`config.mk`:
```
export PLATFORM = sky130hd
export DESIGN_NAME = dmem_port_arbiter
export DESIGN_NICKNAME = d
export VERILOG_FILES = /design/src/rtl/dmem_port_arbiter.sv
export SDC_FILE = /design/constraint.sdc
export NUM_CORES = 1
export LEC_CHECK = 0
export BUFFER_PORTS_ARGS = -buffer_cell sky130_fd_sc_hd__clkbuf_2
export CAP_MARGIN = 10
export CORE_AREA = 4 4 127 129
export CTS_BUF_LIST = sky130_fd_sc_hd__clkbuf_8
export CTS_CLUSTER_DIAMETER = 100
export DETAILED_ROUTE_END_ITERATION = 8
export DIE_AREA = 0 0 131 133
export HOLD_SLACK_MARGIN = 0.1
export PLACE_DENSITY = 0.6
export SYNTH_ARGS = -nofsm -noshare
export SYNTH_HDL_FRONTEND = slang
export SYNTH_SLANG_ARGS = --single-unit
```
`constraint.sdc`:
```
create_clock -name i_clk -period 3.65 [get_ports i_clk]
set_input_delay 0 -clock i_clk [delete_from_list [all_inputs] [get_ports i_clk]]
set_output_delay 0 -clock i_clk [all_outputs]
set_load 0.005 [all_outputs]
```
`src/rtl/dmem_port_arbiter.sv`:
```
// Two-port arbiter in front of the single-port data memory: CPU MEM stage (port 0)
// has fixed priority, a starvation counter guarantees the DMA/debug port (port 1) progress.
module dmem_port_arbiter #(
    parameter int STARVE_LIMIT = 4
) (
    input  logic        i_clk,
    input  logic        i_rst,

    input  logic        p0_req,
    input  logic        p0_we,
    input  logic [31:0] p0_addr,
    input  logic [31:0] p0_wdata,
    output logic        p0_gnt,
    output logic        p0_rvalid,
    output logic [31:0] p0_rdata,

    input  logic        p1_req,
    input  logic        p1_we,
    input  logic [31:0] p1_addr,
    input  logic [31:0] p1_wdata,
    output logic        p1_gnt,
    output logic        p1_rvalid,
    output logic [31:0] p1_rdata,

    output logic [31:0] mem_readAddress,
    output logic [31:0] mem_writeAddress,
    output logic [31:0] mem_writeData,
    output logic        mem_memWrite,
    input  logic [31:0] mem_readData
);

    localparam int CNT_W = $clog2(STARVE_LIMIT + 1);
    localparam logic [CNT_W-1:0] LIMIT = CNT_W'(STARVE_LIMIT);

    logic [CNT_W-1:0] r_starve_cnt;
    logic             r_p0_rvalid;
    logic             r_p1_rvalid;
    logic [31:0]      r_p0_rdata;
    logic [31:0]      r_p1_rdata;

    logic             w_favour1;
    logic             w_p0_gnt;
    logic             w_p1_gnt;
    logic             w_p0_rd;
    logic             w_p1_rd;

    // Port 1 overrides port 0 only once it has been denied STARVE_LIMIT cycles in a row.
    assign w_favour1 = (r_starve_cnt >= LIMIT);
    assign w_p1_gnt  = ~i_rst & p1_req & (~p0_req | w_favour1);
    assign w_p0_gnt  = ~i_rst & p0_req & ~w_p1_gnt;
    assign w_p0_rd   = w_p0_gnt & ~p0_we;
    assign w_p1_rd   = w_p1_gnt & ~p1_we;

    assign p0_gnt    = w_p0_gnt;
    assign p1_gnt    = w_p1_gnt;
    assign p0_rvalid = r_p0_rvalid;
    assign p1_rvalid = r_p1_rvalid;
    assign p0_rdata  = r_p0_rdata;
    assign p1_rdata  = r_p1_rdata;

    // NOTE: every output gets a default before the if-chain, so no latch is inferred.
    always_comb begin
        mem_readAddress  = '0;
        mem_writeAddress = '0;
        mem_writeData    = '0;
        mem_memWrite     = 1'b0;
        if (w_p1_gnt) begin
            mem_readAddress  = {p1_addr[31:2], 2'b00};
            mem_writeAddress = {p1_addr[31:2], 2'b00};
            mem_writeData    = p1_wdata;
            mem_memWrite     = p1_we;
        end else if (w_p0_gnt) begin
            mem_readAddress  = {p0_addr[31:2], 2'b00};
            mem_writeAddress = {p0_addr[31:2], 2'b00};
            mem_writeData    = p0_wdata;
            mem_memWrite     = p0_we;
        end
    end

    // NOTE: state updates use non-blocking assignments so every register samples pre-edge values.
    always_ff @(posedge i_clk) begin
        if (i_rst) begin
            r_starve_cnt <= '0;
            r_p0_rvalid  <= 1'b0;
            r_p1_rvalid  <= 1'b0;
            r_p0_rdata   <= '0;
            r_p1_rdata   <= '0;
        end else begin
            r_p0_rvalid <= w_p0_rd;
            r_p1_rvalid <= w_p1_rd;
            if (w_p0_rd) r_p0_rdata <= mem_readData;
            if (w_p1_rd) r_p1_rdata <= mem_readData;

            // A withdrawn request forfeits any accumulated starvation credit.
            if (w_p1_gnt || !p1_req) begin
                r_starve_cnt <= '0;
            end else if (r_starve_cnt < LIMIT) begin
                r_starve_cnt <= r_starve_cnt + 1'b1;
            end
        end
    end

endmodule
```
==> results of run 1 <==
==> metal layers <==
layer	GRT usage [%]	share of wire [%]	wire length, microns	up-vias
li1	-	-	-	1969
met1	20.1	39	6410	1930
met2	31.9	52	8590	184
met3	4.72	7.4	1210	16
met4	4.11	1.2	194	2
met5	0	0.079	13	-
==> report_power, final <==
group	leakage, nW	internal, mW	switching [mW]	total, mW
combinational	2.27	0.200	0.190	0.389
clock	0.0984	0.258	0.281	0.539
sequential	0.563	0.784	0.0161	0.800
total	2.93	1.24	0.486	1.73
==> logic make-up after synthesis <==
group	Yosys count
AOI/OAI and AO/OA	127
buffers and inverters	105
DFF	69
and+or+nand+nor	47
muxes	32
adders and majority gates	1
other	1
==> per-stage QoR <==
step	hold slack, ns	cells	setup WS [ns]
after floorplan	0.116	385	2.30
after global placement	0.248	833	1.64
after detailed placement	0.252	833	1.64
after CTS	0.292	887	1.10
after global routing	0.320	887	0.958
final	0.288	887	1.11
==> critical path, delay by kind of cell <==
kind | cells | cell delay, ns
AO/OA/AOI/OAI | 1 | 0.25
buffers and inverters | 4 | 1.25
AND/OR/NAND/NOR | 2 | 1.02
==> worst max-delay path by stage <==
stage                                       to  slack, ns  depth (start not counted)
final                       mem_readAddress[8]       1.11                          7
after global routing        mem_readAddress[2]       0.96                          7
after floorplan           mem_writeAddress[11]       2.30                          6
after CTS                   mem_readAddress[2]       1.10                          7
after global placement     mem_writeAddress[2]       1.64                          5
after detailed placement    mem_readAddress[2]       1.64                          5
==> placed cells by master (no fill, tap or decap) <==
cell	instances
clkbuf_2	322
dfxtp_1	69
a22o_1	62
dlygate4sd3_1	38
inv_1	37
nand2_1	33
mux2i_1	32
o311ai_0	32
o21ai_0	29
clkbuf_8	10
buf_4	6
conb_1	4
nor2b_1	3
o21ai_1	3
clkinv_2	3
nand2b_1	2
and3_1	2
nor2_4	1
and2_1	1
nor3_4	1
nor3_2	1
a22oi_1	1
nor2_1	1
clkinv_1	1
nor3_1	1
nand3_1	1
ha_1	1
clkinv_4	1
buf_12	1
==> cell type report <==
class,instances,area share (%)
inverters,36,2.44
repair buffers,367,37.1
clock buffers,10,2.48
flip-flops and latches,69,24.9
well taps,188,4.24
clock inverters,6,0.564
multi-input cells,211,28.2
==> registers in the layout, summed over array words and instances, names as in the netlist <==
signal,flops
p0_rdata,32
p0_rvalid,1
p1_rdata,32
p1_rvalid,1
r_starve_cnt,3
==> synthesized netlist by cell type (all sizes together) <==
cell type and count:
a22o 62, a22oi 1, and2 1, clkbuf 18
ha 1, nor2b 3, nor3 3, mux2i 32
clkinv 1, buf 51, conb 1, nand2b 2
nor2 2, nand3 1, dfxtp 69, and3 2
o311ai 32, o21ai 32, nand2 33, inv 35
==> metrics.cfg, run 1 <==
[setup_path]
r2r_setup_slack_ns = 1.49
crit_fanout = 43
worst_r2r_endpoint = p1_rdata[22]$_SDFFE_PP0P_
critPathKind = in -> out
startpoint_type = primary input
arrival_ns = 2.54
slowest_stage = nor2_4
critical_path_required_ns = 3.65
path_cells = dlygate4sd3_1 > clkbuf_2 > nand2b_1 > nor2_4 > buf_4 > a22o_1 > clkbuf_2
cpMostUsedCell = clkbuf_2
rr_startpoint = r_starve_cnt[2]$_SDFFE_PP0N_
ff2ff_path_depth = 4
max_stage_delay_ns = 0.78
worstSetupEndpointType = output port
worstSetupStartpoint = i_rst

[detailed_routing]
wl_per_cell_microns = 18.5
routed_wl_microns = 16400
antenna_left = 0
num_vias = 4101
via_per_inst = 4.62
drt_first_pass_iters = 4
drc_errors = 0
drtIter0Drc = 222

[synthesis]
synth_area_per_cell_sq_um = 9.24
synth.distinct_cells = 25
synthSimpleGateAreaFrac_pct = 6.10
yosys-top-cells-area = dfxtp_1 39%, a22o_1 15%, mux2i_1 9.1%
synthAdderAreaFrac_pct = 0.355
synth_seq_cells = 69
synth_compound_area_share_pct = 28.1
yosys_warnings = 0
synth_cells = 382
synth_top_family_by_area = compound AO/OA/AOI/OAI gates
ys_seq_area_share_pct = 39.1
synth_xor_area_share_pct = 0
yosysTopAreaCell = dfxtp_1
synth_top_area_share_pct = 39.1
synth_area_sq_mm = 0.00353
muxShareOfSynthArea_pct = 9.08

[clock_tree]
cts_resized = 0
clk-insertion-delay-late_ns = 0.34
root_buffer = clkbuf_8
cts_tree = done
clock-sinks = 69
cts_made_buffers = 9
ctsHoldBuffers = 38
h-tree-depth = 3
post_cts_buffers = 0
clockBufferDepth = 2

[sta]
fmax_mhz = 393
slew_violations = 0
setup_viol = 0
fin_worst_skew_ns = 0.0113
slew_headroom_pct = 31.3
period_share_pct = 69.7
hold_violations = 0
worst_pin_slew_ns = 1.03
min_period_ns = 2.54
rsz0062_at_grt = no
tns_ns = 0

[global_routing]
overflow = 0
grt_max_degree = 64
grt_pass1_wl_microns = 23600
grt_usage_pct = 17.6
antenna_found_initial = 1
grt_pass1_vias = 4032

[pwr]
power_density_mw_per_mm2 = 312
p_total_mw = 1.73
ir_drop_v = 0.000186
p_leak_nw = 2.93

[floorplanning]
ioPinCount = 331
die_x_microns = 131
num_rows = 45
fp.coreArea_sq_mm = 0.0150
start_util_pct = 23.5
dieArea_sq_mm = 0.0174
die_y_microns = 133

[final_layout]
multiInputGateArea_sq_mm = 0.00156
final_util_pct = 36.9
syn_to_final_growth_pct = 57.1
nets = 861
drive_gt1_share_pct = 49.5
fillers = 1574
final_area_sq_mm = 0.00554
regArea_sq_mm = 0.00138
antenna_cells = 0

[place]
gp_congestion = 0.848
post_dp_cell_area_sq_mm = 0.00499
io_buffers = 322
dp_hpwl_microns = 12700

[hold_path]
hold_depth = 3
min_to = mem_writeData[12]
hold_path_class = in -> out
worstHoldStart = p0_wdata[12]

[run_status]
status = complete, no violations

[job]
maxCapViolCount = 0

(Power assumes the default switching activity.)
==> run 2: changes to the inputs <==
==> config.mk (replaced) <==
export PLATFORM = sky130hd
export DESIGN_NAME = dmem_port_arbiter
export DESIGN_NICKNAME = d
export VERILOG_FILES = /design/src/rtl/dmem_port_arbiter.sv
export SDC_FILE = /design/constraint.sdc
export NUM_CORES = 1
export LEC_CHECK = 0
export ABC_AREA = 1
export BUFFER_PORTS_ARGS = -buffer_cell sky130_fd_sc_hd__clkbuf_2
export CAP_MARGIN = 10
export CORE_AREA = 4 4 125 127
export CTS_BUF_LIST = sky130_fd_sc_hd__clkbuf_8
export CTS_CLUSTER_DIAMETER = 100
export DETAILED_ROUTE_END_ITERATION = 8
export DIE_AREA = 0 0 129 131
export HOLD_SLACK_MARGIN = 0.1
export PLACE_DENSITY = 0.68
export SYNTH_ARGS = -nofsm -noshare
export SYNTH_HDL_FRONTEND = slang
export SYNTH_SLANG_ARGS = --single-unit
==> constraint.sdc (replaced) <==
create_clock -name i_clk -period 2.2 [get_ports i_clk]
set_input_delay 0 -clock i_clk [delete_from_list [all_inputs] [get_ports i_clk]]
set_output_delay 0 -clock i_clk [all_outputs]
set_load 0.005 [all_outputs]
==> metrics.cfg, run 2 <==
[run_status]
status = complete, no violations

[synthesis]
yosysMostFrequentCell = nand2_1
ys_seq_area_share_pct = 33.2  ; -5.9 points
synth_area_per_cell_sq_um = 5.64  ; -39%
synthAdderAreaFrac_pct = 0.301  ; -0.054 points
synth_cells = 738  ; +93%
synth_compound_area_share_pct = 0.241  ; -28 points
synthSimpleGateAreaFrac_pct = 43.5  ; +37 points
yosys_warnings = 0  ; unchanged
synth_seq_cells = 69  ; unchanged
synth-async-reset-ratio_pct = 0  ; unchanged
synth_top_family_by_area = simple AND/OR/NAND/NOR gates
synth_area_sq_mm = 0.00416  ; +18%
synth_top_area_share_pct = 33.2  ; -5.9 points
synthTopCellsByCount = 318 x nand2_1, 126 x inv_1, 98 x nor2_1
synth_xor_area_share_pct = 0  ; unchanged
yosys-top-cells-area = dfxtp_1 33%, nand2_1 29%, inv_1 11%
ys.flop_type = dfxtp_1
muxShareOfSynthArea_pct = 0  ; -9.1 points
synth_edf_count = 0  ; unchanged
synth.distinct_cells = 22  ; -12%
yosysTopAreaCell = dfxtp_1

[sta]
tns_ns = 0  ; unchanged
holdWs_ns = 0.175  ; -0.113 ns
hold_violations = 0  ; unchanged
min_period_ns = 1.85
worst_slack_ns = 0.349  ; -0.758 ns
slew_violations = 0  ; unchanged
rsz0062_at_grt = no
period_share_pct = 84.1
fin_worst_skew_ns = 0.0122  ; +0.000899 ns
setup_viol = 0  ; unchanged
fmax_mhz = 540

[final_layout]
final_common_cell = clkbuf_2
drive_gt1_share_pct = 34.3  ; -15 points
mostFrequentLayoutCells = 322 x clkbuf_2, 318 x nand2_1, 127 x inv_1, 98 x nor2_1, 69 x dfxtp_1
final_util_pct = 43.4  ; +6.5 points
final_cells = 1235  ; +39%
syn_to_final_growth_pct = 50.4
nets = 1213  ; +41%
final_area_sq_mm = 0.00625  ; +13%

[pwr]
ir_drop_v = 0.000344  ; +86%
power_density_mw_per_mm2 = 501  ; +61%
p_leak_nw = 4.03  ; +37%
p_total_mw = 3.13  ; +81%

[floorplanning]
start_util_pct = 28.8  ; +5.4 points
fp.coreArea_sq_mm = 0.0144  ; -4.1%
num_rows = 44  ; -2.2%
ioPinCount = 331  ; unchanged
die_y_microns = 131  ; -1.5%
dieArea_sq_mm = 0.0169  ; -3.0%
die_x_microns = 129  ; -1.5%

[place]
post_dp_cell_area_sq_mm = 0.00571  ; +14%
gp_congestion = 0.810  ; -4.4%
dp.cells = 1185  ; +42%
dp_slack_ns = 0.738  ; -0.898 ns
io_buffers = 322  ; unchanged
dp_hpwl_microns = 13800  ; +8.8%

[detailed_routing]
num_vias = 5077  ; +24%
routed_wl_microns = 17400  ; +5.7%
wl_per_cell_microns = 14.1  ; -24%
via_per_inst = 4.11  ; -11%
drtIter0Drc = 247  ; +11%
drt_first_pass_iters = 4  ; unchanged
drc_errors = 0  ; unchanged
antenna_left = 0  ; unchanged

[global_routing]
antenna_found_initial = 2  ; +1
overflow = 0  ; unchanged
grt_pass1_wl_microns = 24200  ; +2.5%
grt_max_degree = 67  ; +4.7%
grt_pass1_vias = 4545  ; +13%
grt_usage_pct = 18.9  ; +1.3 points

[clock_tree]
h-tree-depth = 3  ; unchanged
post_cts_buffers = 0  ; unchanged
clk_pin_slew_ns = 0.07
ctsHoldBuffers = 34  ; -11%
cts_tree = done
root_buffer = clkbuf_8
clockBufferDepth = 2  ; unchanged
cts_made_buffers = 9  ; unchanged
clock-sinks = 69  ; unchanged
cts_resized = 0  ; unchanged
clk-insertion-delay-late_ns = 0.35  ; about the same

[job]
maxCapViolCount = 0  ; unchanged

[hold_path]
hold_path_class = in -> reg

[setup_path]
critical_path_required_ns = 2.20  ; -1.45 ns
critPathKind = in -> out
startpoint_type = primary input
arrival_ns = 1.85  ; -0.69 ns
worstSetupEndpointType = output port
crit_fanout = 63  ; +47%

-- run 2: power by group --
group          internal (mW)  switching (mW)
Sequential              1.30          0.0267
Clock                  0.601           0.472
Combinational          0.346           0.387
Total                   2.25           0.886
-- run 2: critical path: stages --
cell and delay (ns):
dlygate4sd3_1 0.56, clkbuf_2 0.16, inv_2 0.04, nor2_2 0.28
nand2_1 0.11, inv_2 0.08, buf_12 0.23, nand2_1 0.08
nand2_1 0.13, clkbuf_2 0.14
-- run 2: layout make-up --
type,instances,area [sq um]
Clock buffer,12,165
Inverter,139,523
Multi-Input combinational cell,462,1850
Clock inverter,2,33.8
Antenna cell,2,5.00
Fill cell,1522,8170
Sequential cell,69,1380
Timing Repair Buffer,365,2070
Tap cell,184,230
-- run 2: final timing paths --
check	start	slack [ns]	end	cells past startpoint
setup / recovery	p0_req	0.35	mem_writeAddress[4]	10
hold / removal	i_rst	0.18	p0_rdata[14]$_SDFFE_PP0P_	5
hold reg to reg	r_starve_cnt[0]$_SDFFE_PP0N_	0.42	r_starve_cnt[0]$_SDFFE_PP0N_	1
setup reg to reg	r_starve_cnt[2]$_SDFFE_PP0N_	0.80	p0_rdata[23]$_SDFFE_PP0P_	8
-- run 2: logic make-up (layout without fill, tap and decap cells) --
group | after synthesis | count (layout)
buffers and inverters | 210 | 518
DFF | 69 | 69
AOI/OAI and AO/OA | 2 | 2
other | 1 | 6
adders and majority gates | 1 | 1
and+or+nand+nor | 455 | 455
-- run 2: per-layer routing --
| metal | up-vias | wire length (microns) | track usage [%] |
|---|---|---|---|
| met2 | 198 | 8430 | 31.7 |
| met4 | 2 | 363 | 5.87 |
| met5 | - | 13 | 0 |
| met3 | 27 | 1540 | 6.02 |
| li1 | 2700 | - | - |
| met1 | 2150 | 7010 | 23.0 |
==> run 3: changes to the inputs <==
==> config.mk (replaced) <==
export PLATFORM = sky130hd
export DESIGN_NAME = dmem_port_arbiter
export DESIGN_NICKNAME = d
export VERILOG_FILES = /design/src/rtl/dmem_port_arbiter.sv
export SDC_FILE = /design/constraint.sdc
export NUM_CORES = 1
export LEC_CHECK = 0
export ABC_AREA = 0
export BUFFER_PORTS_ARGS = -buffer_cell sky130_fd_sc_hd__clkbuf_2
export CAP_MARGIN = 10
export CORE_AREA = 4 4 127 129
export CTS_BUF_LIST = sky130_fd_sc_hd__clkbuf_8
export CTS_CLUSTER_DIAMETER = 100
export DETAILED_ROUTE_END_ITERATION = 8
export DIE_AREA = 0 0 131 133
export HOLD_SLACK_MARGIN = 0.1
export PLACE_DENSITY = 0.62
export SYNTH_ARGS = -nofsm -noshare
export SYNTH_HDL_FRONTEND = slang
export SYNTH_SLANG_ARGS = --single-unit
==> constraint.sdc (replaced) <==
create_clock -name i_clk -period 1.7 [get_ports i_clk]
set_input_delay 0 -clock i_clk [delete_from_list [all_inputs] [get_ports i_clk]]
set_output_delay 0 -clock i_clk [all_outputs]
set_load 0.005 [all_outputs]
==> metrics.cfg, run 3 (synthesis results as in run 1) <==
[place]
gp_congestion = 0.873  ; +7.8%
post_dp_cell_area_sq_mm = 0.00506  ; -11%
io_buffers = 322  ; unchanged
dp.cells = 840  ; -29%
dp_hpwl_microns = 12600  ; -9.1%

[global_routing]
antenna_found_initial = 1  ; -1
grt_max_degree = 39  ; -42%
overflow = 0  ; unchanged
grt_usage_pct = 18.1  ; -0.71 points
grt_pass1_wl_microns = 23900  ; -1.3%
grt_pass1_vias = 4330  ; -4.7%

[pwr]
ir_drop_v = 0.000495  ; +44%
p_leak_nw = 3.17  ; -21%
power_density_mw_per_mm2 = 658  ; +31%
p_total_mw = 3.93  ; +25%

[detailed_routing]
drtIter0Drc = 211  ; -15%
routed_wl_microns = 17200  ; -0.69%
num_vias = 4287  ; -16%
drt_first_pass_iters = 5  ; +1
antenna_left = 0  ; unchanged
via_per_inst = 4.73  ; +15%
drc_errors = 0  ; unchanged
wl_per_cell_microns = 19.0  ; +35%

[clock_tree]
clk_pin_slew_ns = 0.07  ; about the same
clk-insertion-delay-late_ns = 0.35  ; about the same
clock-sinks = 69  ; unchanged
cts_tree = done
h-tree-depth = 3  ; unchanged
clockBufferDepth = 2  ; unchanged
root_buffer = clkbuf_8
cts_made_buffers = 9  ; unchanged

[sta]
holdWs_ns = 0.127  ; -0.0479 ns
min_period_ns = 1.69
period_share_pct = 99.6
rsz0062_at_grt = yes
fmax_mhz = 590
hold_violations = 0  ; unchanged
fin_worst_skew_ns = 0.00614  ; -0.00604 ns
slew_violations = 0  ; unchanged
setup_viol = 0  ; unchanged

[hold_path]
worstHoldStart = p0_req
min_to = r_starve_cnt[1]$_SDFFE_PP0N_
hold_depth = 3  ; -2
hold_path_class = in -> reg

[floorplanning]
dieArea_sq_mm = 0.0174  ; +3.1%
fp.coreArea_sq_mm = 0.0150  ; +4.2%
num_rows = 45  ; +2.3%
start_util_pct = 23.5  ; -5.4 points
die_y_microns = 133  ; +1.5%
ioPinCount = 331  ; unchanged
die_x_microns = 131  ; +1.6%

[setup_path]
worstSetupEndpointType = output port
startpoint_type = flop
critical_path_required_ns = 1.70  ; -0.50 ns
path_cells = and2_4 > nor3_4 > buf_6 > clkbuf_16 > a22o_1 > clkbuf_2
ff2ff_path_depth = 5  ; -3
slowest_stage = dfxtp_2
max_stage_delay_ns = 0.35  ; -0.21 ns
crit_fanout = 7  ; -89%
r2r_setup_slack_ns = 0.29  ; -0.51 ns
worst_r2r_endpoint = p0_rdata[1]$_SDFFE_PP0P_
arrival_ns = 1.69  ; -0.16 ns
rr_startpoint = r_starve_cnt[2]$_SDFFE_PP0N_
critPathKind = reg -> out

[job]
maxCapViolCount = 0  ; unchanged

[final_layout]
final_cells = 907  ; -27%
final_area_sq_mm = 0.00596  ; -4.6%
fillers = 1512  ; -0.66%
multiInputGateArea_sq_mm = 0.00170  ; -8.1%
regArea_sq_mm = 0.00138  ; about the same
nets = 882  ; -27%
mostFrequentLayoutCells = 293 x clkbuf_2, 68 x dfxtp_1, 48 x a22o_1, 35 x inv_1, 35 x dlygate4sd3_1
final_common_cell = clkbuf_2
antenna_cells = 0  ; -2
syn_to_final_growth_pct = 69.0
drive_gt1_share_pct = 54.0  ; +20 points

[run_status]
status = complete, no violations

==> run 3: cell type report <==
type	instances	share of cell area, %
Inverter	36	2.27
Clock inverter	6	0.923
Multi-Input combinational cell	211	28.4
Tap cell	188	3.94
Sequential cell	69	23.2
Clock buffer	9	2.08
Timing Repair Buffer	388	39.2
==> run 3: what timing repair did <==
action | CTS | global route
endpoints found under the hold margin | 67 | 0
hold buffers | 35 | 0
endpoints found under the setup margin | 86 | 92
setup buffers | 9 | 5
gates resized for setup | 25 | 32
pin swaps | 9 | 18
cloned | 3 | 3
==> run 3: routing by layer <==
| layer | global-route usage, % | vias to the layer above | part of all wire (%) | wire [microns] |
|---|---|---|---|---|
| met3 | 5.05 | 42 | 8.2 | 1410 |
| met1 | 19.7 | 2007 | 37 | 6440 |
| met5 | 0 | - | 0.075 | 13 |
| met2 | 32.3 | 221 | 51 | 8840 |
| met4 | 7.83 | 2 | 3.1 | 537 |
| li1 | - | 2015 | - | - |
==> run 3: stage by stage <==
| stage | utilization [%] | TNS [ns] | setup slack, ns |
|---|---|---|---|
| after global placement | 33.6 | 0 | 0.262 |
| after CTS | 39.2 | -2.01 | -0.0802 |
| final | 39.7 | 0 | 0.00640 |
| after floorplan | - | 0 | 0.351 |
| after detailed placement | 33.6 | 0 | 0.252 |
| after global routing | 39.7 | -1.62 | -0.0626 |
==> run 3: power breakdown <==
part / total (mW) / switching, mW / internal [mW]
Sequential: 1.72 / 0.0333 / 1.68
Combinational: 0.943 / 0.439 / 0.504
Clock: 1.27 / 0.610 / 0.656
Total: 3.93 / 1.08 / 2.84
==> run 3: worst max-delay path, delay by kind of cell, from the launching register on <==
family,cells,cell delay (ns)
buf+inv,3,0.49
flops,1,0.35
simple gates,2,0.35
compound gates,1,0.15
==> run 3: how the worst max path moves through the flow <==
stage,startpoint,to,slack (ns)
after global routing,r_starve_cnt[2]$_SDFFE_PP0N_,mem_readAddress[30],-0.06
after CTS,r_starve_cnt[2]$_SDFFE_PP0N_,mem_writeData[0],-0.08
after detailed placement,r_starve_cnt[2]$_SDFFE_PP0N_,mem_readAddress[11],0.25
final,r_starve_cnt[2]$_SDFFE_PP0N_,mem_writeData[20],0.006
after global placement,r_starve_cnt[2]$_SDFFE_PP0N_,mem_readAddress[11],0.26
after floorplan,r_starve_cnt[2]$_SDFFE_PP0N_,mem_writeAddress[11],0.35
